`config.mk`:
```
export PLATFORM = sky130hd
export DESIGN_NAME = bamse_irq_ctrl
export DESIGN_NICKNAME = d
export VERILOG_FILES = /design/src/rtl/bamse_irq_ctrl_pkg.sv /design/src/rtl/bamse_irq_ctrl_edge_sync.sv /design/src/rtl/bamse_irq_ctrl.sv
export SDC_FILE = /design/constraint.sdc
export NUM_CORES = 1
export LEC_CHECK = 0
export CELL_PAD_IN_SITES_DETAIL_PLACEMENT = 1
export CELL_PAD_IN_SITES_GLOBAL_PLACEMENT = 2
export CORE_MARGIN = 2
export CORE_UTILIZATION = 37
export DETAILED_ROUTE_END_ITERATION = 12
export PLACE_DENSITY_LB_ADDON = 0.1
export SYNTH_ARGS = -nofsm -noshare
export SYNTH_HDL_FRONTEND = slang
export SYNTH_SLANG_ARGS = --single-unit
```
`constraint.sdc`:
```
create_clock -name clk -period 3.1 [get_ports clk]
set_input_delay 0.62 -clock clk [delete_from_list [all_inputs] [get_ports clk]]
set_output_delay 0.62 -clock clk [all_outputs]
set_load 0.05 [all_outputs]
```
`src/rtl/bamse_irq_ctrl_pkg.sv`:
```
// ---------------------------------------------------------------------------
// bamse_irq_ctrl_pkg
// Shared definitions for the bamse interrupt controller:
//   - default port_id addresses of the controller registers
//   - handshake state encoding
//   - fixed-priority helper (lowest set index wins)
// ---------------------------------------------------------------------------
package bamse_irq_ctrl_pkg;

  // Width of the pacoblaze3 port bus (port_id, in_port, out_port).
  localparam int PORT_W = 8;

  // Default register addresses on the core port bus.
  localparam logic [PORT_W-1:0] A_PEND_DEF = 8'h20;
  localparam logic [PORT_W-1:0] A_MASK_DEF = 8'h21;
  localparam logic [PORT_W-1:0] A_VEC_DEF  = 8'h22;
  localparam logic [PORT_W-1:0] A_EOI_DEF  = 8'h23;

  // Request/ack/end-of-interrupt handshake states.
  typedef enum logic [1:0] {
    ST_IDLE    = 2'd0,
    ST_ASSERT  = 2'd1,
    ST_SERVICE = 2'd2
  } irq_state_t;

  // Index of the lowest set bit; index 0 is the highest priority source.
  // Returns 0 for an all-zero request, callers gate on |req themselves.
  function automatic logic [2:0] lowest_index(input logic [7:0] req);
    logic [2:0] idx;
    idx = 3'd0;
    for (int i = 7; i >= 0; i--) begin
      if (req[i]) idx = 3'(i);
    end
    return idx;
  endfunction

endpackage

```
`src/rtl/bamse_irq_ctrl_edge_sync.sv`:
```
// ---------------------------------------------------------------------------
// bamse_irq_ctrl_edge_sync
// Per-source front end: optional 2-flop synchroniser followed by a
// rising-edge detector producing a single-cycle pulse.
// Ports:
//   clk    in   system clock
//   rst_n  in   asynchronous reset, active low
//   d      in   raw interrupt source
//   rise   out  one-cycle pulse on a rising edge of the (synchronised) source
// A short arming window after reset suppresses the bogus 0->1 transition that
// the zero-reset flops would otherwise report for a source already high at
// reset release.
// ---------------------------------------------------------------------------
module bamse_irq_ctrl_edge_sync #(
  parameter bit SYNC = 1'b1
) (
  input  logic clk,
  input  logic rst_n,
  input  logic d,
  output logic rise
);

  generate
    if (SYNC) begin : g_sync
      logic       meta;
      logic       stable;
      logic       prev;
      logic [2:0] arm;

      // Two-flop synchroniser, history flop for edge detection, and an arming
      // shift register that becomes valid once prev holds a real sample.
      always_ff @(posedge clk or negedge rst_n) begin
        if (!rst_n) begin
          meta   <= 1'b0;
          stable <= 1'b0;
          prev   <= 1'b0;
          arm    <= 3'b000;
        end else begin
          meta   <= d;
          stable <= meta;
          prev   <= stable;
          arm    <= {arm[1:0], 1'b1};
        end
      end

      assign rise = stable & ~prev & arm[2];
    end else begin : g_direct
      logic prev;
      logic arm;

      // Source is already synchronous: only the history flop and a one-cycle
      // arming delay are needed.
      always_ff @(posedge clk or negedge rst_n) begin
        if (!rst_n) begin
          prev <= 1'b0;
          arm  <= 1'b0;
        end else begin
          prev <= d;
          arm  <= 1'b1;
        end
      end

      assign rise = d & ~prev & arm;
    end
  endgenerate

endmodule

```
`src/rtl/bamse_irq_ctrl.sv`:
```
// ---------------------------------------------------------------------------
// bamse_irq_ctrl
// Interrupt controller between the bamse peripherals and the pacoblaze3 core.
// Latches rising edges of up to NSRC sources into a pending register,
// arbitrates enabled pending sources by fixed priority (index 0 highest),
// drives the core interrupt pin and sequences the ack / end-of-interrupt
// handshake. Mask, pending and vector registers sit on the core port bus.
// Ports:
//   clk            in   system clock
//   rst_n          in   asynchronous reset, active low
//   src            in   interrupt sources, rising-edge sensitive
//   port_id        in   core port address
//   port_in        in   core out_port data
//   wen            in   core write_strobe
//   ren            in   core read_strobe (qualifies rd_hit only)
//   rd_data        out  read data, combinational from port_id
//   rd_hit         out  readable register addressed while ren is high
//   interrupt      out  core interrupt pin, registered
//   interrupt_ack  in   core interrupt_ack
// ---------------------------------------------------------------------------
module bamse_irq_ctrl
  import bamse_irq_ctrl_pkg::*;
#(
  parameter int               NSRC   = 8,
  parameter bit               SYNC   = 1'b1,
  parameter logic [PORT_W-1:0] A_PEND = A_PEND_DEF,
  parameter logic [PORT_W-1:0] A_MASK = A_MASK_DEF,
  parameter logic [PORT_W-1:0] A_VEC  = A_VEC_DEF,
  parameter logic [PORT_W-1:0] A_EOI  = A_EOI_DEF
) (
  input  logic              clk,
  input  logic              rst_n,
  input  logic [NSRC-1:0]   src,
  input  logic [PORT_W-1:0] port_id,
  input  logic [PORT_W-1:0] port_in,
  input  logic              wen,
  input  logic              ren,
  output logic [PORT_W-1:0] rd_data,
  output logic              rd_hit,
  output logic              interrupt,
  input  logic              interrupt_ack
);

  logic [NSRC-1:0] src_rise;
  logic [NSRC-1:0] pend;
  logic [NSRC-1:0] mask;
  logic [NSRC-1:0] pend_clr;
  logic [7:0]      pend8;
  logic [7:0]      mask8;
  logic [7:0]      req8;
  logic [2:0]      vec_id;
  irq_state_t      state;
  logic            wr_pend;
  logic            wr_mask;
  logic            eoi_hit;
  logic            inserv;

  // One synchroniser / edge detector per source.
  generate
    for (genvar i = 0; i < NSRC; i++) begin : g_src
      bamse_irq_ctrl_edge_sync #(
        .SYNC (SYNC)
      ) u_edge (
        .clk   (clk),
        .rst_n (rst_n),
        .d     (src[i]),
        .rise  (src_rise[i])
      );
    end
  endgenerate

  assign wr_pend = wen && (port_id == A_PEND);
  assign wr_mask = wen && (port_id == A_MASK);
  // End-of-interrupt only counts while a request is being serviced.
  assign eoi_hit = wen && (port_id == A_EOI) && (state == ST_SERVICE);
  assign inserv  = (state == ST_ASSERT) || (state == ST_SERVICE);

  // Zero-extend the NSRC-wide registers to the 8-bit bus width so the read
  // mux and the priority encoder work for any NSRC in 1..8.
  always_comb begin
    pend8             = 8'h00;
    mask8             = 8'h00;
    pend8[NSRC-1:0]   = pend;
    mask8[NSRC-1:0]   = mask;
    req8              = pend8 & mask8;
  end

  // Pending-bit clear sources: W1C from the core and the EOI of the source
  // currently in service. Both are applied before the new edges are OR-ed in,
  // so a coincident edge always keeps its bit set.
  always_comb begin
    pend_clr = '0;
    if (wr_pend) pend_clr = port_in[NSRC-1:0];
    if (eoi_hit) begin
      for (int i = 0; i < NSRC; i++) begin
        if (vec_id == 3'(i)) pend_clr[i] = 1'b1;
      end
    end
  end

  // Pending and mask registers. Edges latch regardless of mask.
  always_ff @(posedge clk or negedge rst_n) begin
    if (!rst_n) begin
      pend <= '0;
      mask <= '0;
    end else begin
      pend <= (pend & ~pend_clr) | src_rise;
      if (wr_mask) mask <= port_in[NSRC-1:0];
    end
  end

  // Handshake FSM with registered interrupt pin and vector. Once a request
  // is raised it is held until acked, even if the source is masked or its
  // pending bit cleared meanwhile, so the core always sees it. vec_id only
  // changes on the IDLE->ASSERT transition.
  always_ff @(posedge clk or negedge rst_n) begin
    if (!rst_n) begin
      state     <= ST_IDLE;
      interrupt <= 1'b0;
      vec_id    <= 3'd0;
    end else begin
      case (state)
        ST_IDLE: begin
          if (|req8) begin
            vec_id    <= lowest_index(req8);
            interrupt <= 1'b1;
            state     <= ST_ASSERT;
          end
        end
        ST_ASSERT: begin
          if (interrupt_ack) begin
            interrupt <= 1'b0;
            state     <= ST_SERVICE;
          end
        end
        ST_SERVICE: begin
          if (eoi_hit) state <= ST_IDLE;
        end
        default: begin
          interrupt <= 1'b0;
          state     <= ST_IDLE;
        end
      endcase
    end
  end

  // Combinational read mux feeding the top-level in_port OR-mux; unmatched
  // addresses return 0 so the OR-mux is not disturbed.
  always_comb begin
    rd_data = 8'h00;
    rd_hit  = 1'b0;
    if (port_id == A_PEND) begin
      rd_data = pend8;
      rd_hit  = ren;
    end else if (port_id == A_MASK) begin
      rd_data = mask8;
      rd_hit  = ren;
    end else if (port_id == A_VEC) begin
      rd_data = {inserv, 4'b0000, vec_id};
      rd_hit  = ren;
    end
  end

endmodule
```
==> out/metrics.yaml <==
min_from: "g_src[1].u_edge.g_sync.arm[1]$_DFF_PN0_"
ys_seq_area_share_pct: 59.2
cpPeakStageDelay_ps: 480
n_fill_cell: 582
cp-end-kind: "output pin"
yosysWarnings: 0
rsz0062_at_grt: "no"
vias: 1502
ys_ff_latch: 49
die_w_microns: 78.8
multi_input_area_sq_um: 812
gp_congestion: 0.758
min_period_over_period_pct: 95.3
relSlewSlack_pct: 28.0
stdcell_count: 284
fin_skew_ps: 6.04
gr-total-overflow: 0
io_buffer_count: 38
syn-num-nets: 197
worst_slew_pin_slew_ps: 1080
status: "completed"
num_io_pins: 39
synth_ff_type: "dfrtp_1"
synth_cell_type_count: 42
grt-busiest-layer: "met2"
min_path_cells: 0
critical_path_peak_fanout: 7
async_flop_share_pct: 100
cts_sinks: 49
placementRows: 27
viasPerCell: 5.29
dr.pass1.iters: 4
final_common_cell: "dfrtp_1"
grt_pass1_vias: 1640
drc: 0
peakVddDrop_v: 0.000351
final-setup-viol-count: 0
critical_path.top_delay_family: "buffers and inverters"
insertion_delay_ps: 290
required_ps: 2480
dieArea_sq_um: 6210
fmax_mhz: 338
grtUsageMet1_pct: 20.7
clkTransAtPathRegs_ps: 90
grt_util_met3_pct: 3.86
drive_gt1_share_pct: 14.6
cp-start-kind: "input port"
slew_viol_final: 0
cts_htree_levels: 2
finalHoldViolCount: 0
worstReg2RegStart: "mask[3]$_DFFE_PN0P_"
use_met2_pct: 29.2
avgSynthCellArea_sq_um: 12.6
rr_endpoint: "state[1]$_DFFE_PN0P_"
root_buffer: "clkbuf_8"
n_antenna_cell: 0
layout_common_cells: "dfrtp_1, clkdlybuf4s50_1, mux2_1, buf_12"
drt_iter0_markers: 95
cts_made_buffers: 5
path_cells: "clkdlybuf4s50_1, nor4b_4, nor3b_4, buf_4, buf_4, a22o_1, buf_12"
hold_slack_ps: 356
syn-cell-area_sq_um: 2070
areaGrowthSynthToFinish_pct: 33.5
dpl.cell_count: 274
core_sq_um: 5440
cp_data_arrival_time_ps: 2330
setup_tns_ps: 0
grt_pass1_wl_microns: 8080
antenna_found_initial: 0
fin_nets: 244
clock_path_buffers: 2
wire_per_inst_microns: 16.4
wirelength_microns: 4650
reg2reg_depth: 4
syn_inst: 164
place_hpwl_microns: 3460
cp_common_cell: "buf_4"
hold_class: "flip-flop to flip-flop"
cap_viol_max_count: 0
initial_utilization_pct: 38.1
cts_hold_buf: 0
slowest_stage: "clkdlybuf4s50_1"
ant_nets: 0
critical_path_class: "input port to output pin"
period_minus_slack_ps: 2950
leakagePower_nw: 1.21
die_h_microns: 78.8
crit_buf_inv: 4
synth-edff-count: 0
power_density_nw_per_um2: 538
total_power_mw: 1.49
holdPathEnd: "g_src[0].u_edge.g_sync.arm[2]$_DFF_PN0_"
grt_usage_pct: 16.6
ff2ff_setup_slack_ps: 1430
grt_max_degree: 50
cts_tree: "done"
regArea_sq_um: 1230
[kinds of logic after synthesis]
kind of cell / synth area share, %
simple gates: 15.8
compound gates: 15.7
buf+inv: 1.75
flops: 59.2
other cells: 0.181
mux: 4.89
fa+ha+maj: 2.42
[worst max-delay path by stage]
| stage | from | endpoint | slack, ps | depth (start not counted) |
|---|---|---|---|---|
| detailed placement | port_id[3] | rd_data[4] | 40 | 6 |
| finish | port_id[7] | rd_data[3] | 150 | 7 |
| global placement | port_id[3] | rd_data[6] | 60 | 6 |
| global route | port_id[7] | rd_data[7] | 50 | 6 |
| CTS | port_id[3] | rd_data[4] | 30 | 6 |
| floorplan | port_id[3] | rd_hit | 40 | 3 |
[registers in the layout (all words and copies together) (netlist names)]
register and cells:
interrupt 1, g_src.u_edge.g_sync.arm 3, g_src.u_edge.g_sync.stable 8, pend 8
g_src.u_edge.g_sync.meta 8, vec_id 3, mask 8, state 2
g_src.u_edge.g_sync.prev 8
[Yosys cell counts, types with 3 or more instances]
library cell,instances,share of area [%]
dfrtp_1,49,59
a22o_1,8,3.4
a21o_1,4,1.5
nand2b_1,3,0.91
o21ai_1,7,1.7
a21oi_1,5,1.2
nand3b_1,7,2.5
nand2_1,8,1.5
o21ai_0,7,1.7
inv_1,3,0.54
and3_1,8,2.4
a22oi_1,4,1.5
nor2_1,6,1.1
mux2_1,9,4.9
ha_1,4,2.4
[per-layer routing]
layer,up-vias,wire [microns]
met5,-,0
met4,0,25
met3,2,141
met2,29,2400
met1,767,2080
li1,704,-
[area by class of cell]
class / count / share of cell area, %
Inverter: 3 / 0.407
Timing Repair Buffer: 44 / 18.6
Sequential cell: 49 / 44.3
Clock buffer: 6 / 2.62
Multi-Input combinational cell: 108 / 29.4
Tap cell: 72 / 3.26
Clock inverter: 2 / 1.40
[through the flow]
step | area [sq um] | util, % | worst slack, ps
floorplan | 2070 | - | 38.0
global placement | 2630 | 48.4 | 55.5
detailed placement | 2630 | 48.4 | 38.9
CTS | 2740 | 50.4 | 27.2
global route | 2770 | 50.8 | 45.3
finish | 2770 | 50.8 | 145
[power breakdown]
part	leakage [nW]	switching, mW	internal [mW]
Combinational	0.586	0.145	0.133
Clock	0.0554	0.212	0.242
Sequential	0.571	0.0603	0.697
Total	1.21	0.417	1.07
[repair_timing]
item                       4_1_cts  5_1_grt
resized for setup                0        3
setup endpoints to repair        0        6
setup buffers                    0        2
Note: power is estimated with default switching activity, not from simulation.
